### src/rtl/camera_pixel_source.sv
// rtl/camera_pixel_source.sv - camera byte pairing into RGB565 words, pixel FIFO, PIO head word
// Pixels carry sof/sol tags; software pops the head word by toggling ack_toggle.
module camera_pixel_source #(
  parameter int FIFO_DEPTH = 16,
  parameter int ADDR_W     = 4
) (
  input  logic        clk,
  input  logic        reset_n,
  input  logic        cam_vsync,
  input  logic        cam_href,
  input  logic [7:0]  cam_data,
  input  logic        cam_pix_en,
  input  logic        ack_toggle,
  output logic [25:0] out_port,
  output logic        overflow
);

  localparam logic [ADDR_W:0] FULL_CNT = (ADDR_W+1)'(FIFO_DEPTH);

  typedef enum logic {ST_HI, ST_LO} byte_state_t;

  byte_state_t       state;
  logic [7:0]        hi_byte;
  logic              sof_pend;
  logic              sol_pend;

  // Entry layout: {sof, sol, pixel[15:0]}
  logic [17:0]       mem [FIFO_DEPTH];
  logic [ADDR_W-1:0] wr_ptr;
  logic [ADDR_W-1:0] rd_ptr;
  logic [ADDR_W:0]   count;
  logic [6:0]        seq;
  logic              ack_q;

  logic              byte_ok;
  logic              push;
  logic              pop;
  logic              full;
  logic              empty;
  logic              accept;

  always_comb begin
    byte_ok = cam_pix_en & cam_href & ~cam_vsync;
    push    = byte_ok & (state == ST_LO);
    empty   = (count == '0);
    full    = (count == FULL_CNT);
    pop     = (ack_toggle ^ ack_q) & ~empty;
    // A pop in the same cycle frees the slot, so a full FIFO can still accept.
    accept  = push & (~full | pop);
  end

  always_ff @(posedge clk) begin
    if (!reset_n) begin
      state    <= ST_HI;
      hi_byte  <= 8'h00;
      sof_pend <= 1'b1;
      sol_pend <= 1'b1;
    end else if (cam_vsync) begin
      state    <= ST_HI;
      sof_pend <= 1'b1;
      sol_pend <= 1'b1;
    end else if (!cam_href) begin
      state    <= ST_HI;
      sol_pend <= 1'b1;
    end else if (cam_pix_en) begin
      case (state)
        ST_HI: begin
          hi_byte <= cam_data;
          state   <= ST_LO;
        end
        ST_LO: begin
          sof_pend <= 1'b0;
          sol_pend <= 1'b0;
          state    <= ST_HI;
        end
        default: state <= ST_HI;
      endcase
    end
  end

  always_ff @(posedge clk) begin
    if (accept) begin
      mem[wr_ptr] <= {sof_pend, sol_pend, hi_byte, cam_data};
    end
  end

  always_ff @(posedge clk) begin
    if (!reset_n) begin
      wr_ptr   <= '0;
      rd_ptr   <= '0;
      count    <= '0;
      seq      <= 7'd0;
      ack_q    <= 1'b0;
      overflow <= 1'b0;
      out_port <= 26'h0;
    end else begin
      ack_q <= ack_toggle;
      if (accept) begin
        wr_ptr <= wr_ptr + ADDR_W'(1);
      end
      if (push && !accept) begin
        overflow <= 1'b1;
      end
      if (pop) begin
        rd_ptr <= rd_ptr + ADDR_W'(1);
        seq    <= seq + 7'd1;
      end
      case ({accept, pop})
        2'b10:   count <= count + (ADDR_W+1)'(1);
        2'b01:   count <= count - (ADDR_W+1)'(1);
        default: count <= count;
      endcase
      // Head word reflects the FIFO as it stood after the previous edge.
      if (empty) begin
        out_port <= {3'b000, seq, 16'h0000};
      end else begin
        out_port <= {1'b1, mem[rd_ptr][17:16], seq, mem[rd_ptr][15:0]};
      end
    end
  end

endmodule

### config.mk
export PLATFORM = sky130hd
export DESIGN_NAME = camera_pixel_source
export DESIGN_NICKNAME = d
export VERILOG_FILES = /design/src/rtl/camera_pixel_source.sv
export SDC_FILE = /design/constraint.sdc
export NUM_CORES = 1
export LEC_CHECK = 0
export CORE_UTILIZATION = 57
export CTS_BUF_LIST = sky130_fd_sc_hd__clkbuf_8
export CTS_CLUSTER_DIAMETER = 60
export DETAILED_ROUTE_END_ITERATION = 7
export GPL_TIMING_DRIVEN = 0
export PLACE_DENSITY = 0.78
export SLEW_MARGIN = 10
export SYNTH_ARGS = -nofsm -noshare
export SYNTH_HDL_FRONTEND = slang
export SYNTH_SLANG_ARGS = --single-unit
### constraint.sdc
create_clock -name clk -period 2.8 [get_ports clk]
set_input_delay 0.28 -clock clk [delete_from_list [all_inputs] [get_ports clk]]
set_output_delay 0.28 -clock clk [all_outputs]
set_load 0.01 [all_outputs]
==> flow_summary.json <==
{
  "post-synth-top-count-cell": "sky130_fd_sc_hd__edfxtp_1",
  "grt_overflow_total": 0,
  "timing.final.max_slew_violations": 0,
  "nets": 829,
  "dr.pass1.iters": 5,
  "floorplan.core_area_mm2": 0.0227,
  "worst_path_max_delay_cell": "sky130_fd_sc_hd__or4_1",
  "criticalPathCategory": "reg -> reg",
  "antenna_cells_inserted": 0,
  "synthesis.yosys.warnings": 0,
  "min_path_type": "in -> reg",
  "hold_path.startpoint": "reset_n",
  "number_of_antenna_violations_at_the_first_check_in_global_routing": 0,
  "slowest_delay_ns": 0.53,
  "timing.final.hold_violations": 0,
  "syn_avg_cell_area_um2": 19.1,
  "stdcell_area_mm2": 0.0154,
  "critical_path_required_ns": 3.27,
  "route.antenna.remaining_nets": 0,
  "share_of_yosys_cell_area_claimed_by_the_top_area_cell_type": 0.653,
  "post_layout_nonfiller_instances": 1134,
  "grt_max_degree": 18,
  "start_util": 0.583,
  "ir_drop_mv": 0.466,
  "synth_cell_types": 49,
  "setup_violations": 0,
  "tightestPinTransition_ns": 0.890,
  "cts_sinks": 351,
  "global_route_wire_length_before_repair_um": 42200,
  "htree_levels": 2,
  "report.power.total_mw": 12.5,
  "fmaxAchievable_ghz": 0.362,
  "place.port_buffers": 39,
  "first_global_vias": 7328,
  "worst_r2r_startpoint": "count[0]",
  "synth_compound_gate_area_share": 0.0364,
  "gp_congestion": 0.850,
  "start_kind": "flip-flop",
  "die-width_um": 154,
  "total_power_per_unit_cell_area_mw_per_mm2": 809,
  "n_fill_cell": 1433,
  "place.detailed.hpwl_um": 18400,
  "skew_ns": 0.0238,
  "num_rows": 55,
  "synth_top_family_by_area": "multiplexers",
  "dpl_cell_area_mm2": 0.0143,
  "grt_setup_unrepaired": "true",
  "ys_async_sr_fraction": 0,
  "clockBufferDepth": 3,
  "critPathMaxFanout": 9,
  "arrival_ns": 3.23,
  "simple_gate_area_share_of_the_yosys_netlist": 0.0466,
  "drt-total-wl_um": 27800,
  "synth_common_cells": "sky130_fd_sc_hd__edfxtp_1 (288), sky130_fd_sc_hd__mux4_2 (72), sky130_fd_sc_hd__dfxtp_1 (63)",
  "yosys-top-cells-area": "sky130_fd_sc_hd__edfxtp_1 (65%), sky130_fd_sc_hd__mux4_2 (12%), sky130_fd_sc_hd__dfxtp_1 (9.5%), sky130_fd_sc_hd__nor2_1 (1.2%), sky130_fd_sc_hd__a211oi_1 (1.1%)",
  "synthesis.nets": 716,
  "tritoncts_clock_tree": "done",
  "ys_seq_elements": 351,
  "grt.total_usage": 0.242,
  "synth_fa_ha_area_frac": 0.0100,
  "count_of_maximum_capacitance_violations": 0,
  "post-route-drc-count": 0,
  "status": "finished clean",
  "layout-drive-gt1-share": 0.239,
  "total_via_count_after_detailed_routing": 7007,
  "worst_setup_path_end_kind": "flip-flop",
  "fin_tns_setup_ns": 0,
  "dieArea_mm2": 0.0238,
  "timing.final.crit_period_ns": 2.76,
  "slew_headroom": 0.407,
  "dp.cells": 1033,
  "path_clk_slew_ns": 0.07,
  "area_growth_syn_to_layout_pct": 16.5,
  "postSynthCellCount": 692,
  "setup.worst_path.start": "count[0]",
  "synthMuxAreaShare": 0.134,
  "synthesis.area_mm2": 0.0132,
  "timing.final.crit_share": 0.986,
  "cts_stage_hold_buffer_count": 0,
  "initialDrtViolationCount": 634,
  "postSynth.topFlopCell": "sky130_fd_sc_hd__edfxtp_1",
  "clk_root_buffer_cell": "sky130_fd_sc_hd__clkbuf_8",
  "synth_area_leader_cell": "sky130_fd_sc_hd__edfxtp_1",
  "count_of_flip_flops_with_a_built_in_enable_after_synthesis": 288,
  "synth.yosys.seq_area_share": 0.749,
  "xor_xnor_share_of_the_synthesized_area": 0.00983,
  "clock_insertion_delay_at_the_later_pin_of_the_skew_report_ns": 0.58,
  "static-leakage-power_nw": 4.88,
  "post_drt_wl_per_cell_um": 24.5,
  "via_per_inst": 6.18,
  "timing.critical_path.cells": "or4_1 -> buf_4 -> o211ai_2 -> inv_1 -> ha_1 -> nand3_1 -> a211oi_2 -> a31oi_1 -> a221oi_1",
  "numCtsBuffers": 52,
  "floorplan.io_pins": 41,
  "die_h_um": 154
}
[cells by family (layout without fill, tap and decap cells)]
kind of cell	count (synthesis)	in the layout
adder cells (fa/ha/maj)	10	10
multiplexers	87	87
flip-flops	351	351
AND/OR/NAND/NOR	122	122
AO/OA/AOI/OAI	66	66
buffers and inverters	42	199
XOR/XNOR	14	14
[timing repair]
| item | in CTS | in global routing |
|---|---|---|
| resized for setup | 0 | 4 |
| buffers inserted | 0 | 3 |
| setup endpoints to repair | 0 | 48 |
[metrics by stage]
step                utilization  worst slack (ns)  hold WS, ns
floorplan                     -             0.259        0.356
global placement          0.616             -1.37        0.467
detailed placement        0.630            -0.441        0.464
CTS                       0.677            0.0137        0.177
global route              0.679            -0.117        0.207
finish                    0.679            0.0390        0.208
[cell usage in the layout, fill, tap and decap left out, drive strengths merged, types with 20 or more instances in the layout]
cell type and instances:
nor3 22, a211oi 20, nor2 42, dfxtp 63
mux4 72, buf 35, clkdlybuf4s50 39, clkbuf 86
edfxtp 288, inv 30
[sequential cells by signal, indices dropped and copies added, names as in the netlist, named ones only]
register and flops:
mem 288, sol_pend 1, ack_q 1, hi_byte 8
out_port 26, state 1, overflow 1, sof_pend 1
rd_ptr 4, wr_ptr 4, count 5, seq 7
[power breakdown]
| part | switching [mW] | internal, mW |
|---|---|---|
| sequential | 0.139 | 5.81 |
| clock | 1.86 | 2.21 |
| combinational | 1.23 | 1.24 |
| total | 3.22 | 9.25 |
[worst max-delay path: cells and delay by family (launching register included)]
family / cells / cell delay (ns)
compound gates: 4 / 0.84
simple gates: 2 / 0.69
fa+ha+maj: 1 / 0.39
flops: 1 / 0.38
buf+inv: 2 / 0.35
[layer usage]
metal / global-route usage / vias to the layer above / wire length (um)
met5: 0 / - / 0
li1: - / 3015 / -
met4: 0.0919 / 0 / 854
met2: 0.407 / 362 / 14000
met1: 0.315 / 3557 / 10600
met3: 0.0493 / 73 / 2290
[path summary, 6_finish.rpt]
| check | endpoint | slack [ns] | cells after the start |
|---|---|---|---|
| setup / recovery | count[4] | 0.04 | 9 |
| hold reg to reg | seq[6] | 0.49 | 2 |
| hold / removal | count[1] | 0.21 | 3 |
| setup reg to reg | count[4] | 0.04 | 9 |
[layout make-up]
class,instances,area (um2),share of cell area
flip-flops and latches,351,9910,0.642
multi-input cells,299,3220,0.209
clock buffers,66,908,0.0589
repair buffers,59,678,0.0440
well taps,285,357,0.0231
plain buffers,35,166,0.0108
clock inverters,32,158,0.0102
inverters,7,26.3,0.00170
No activity file was read; power rests on OpenSTA's default activity.
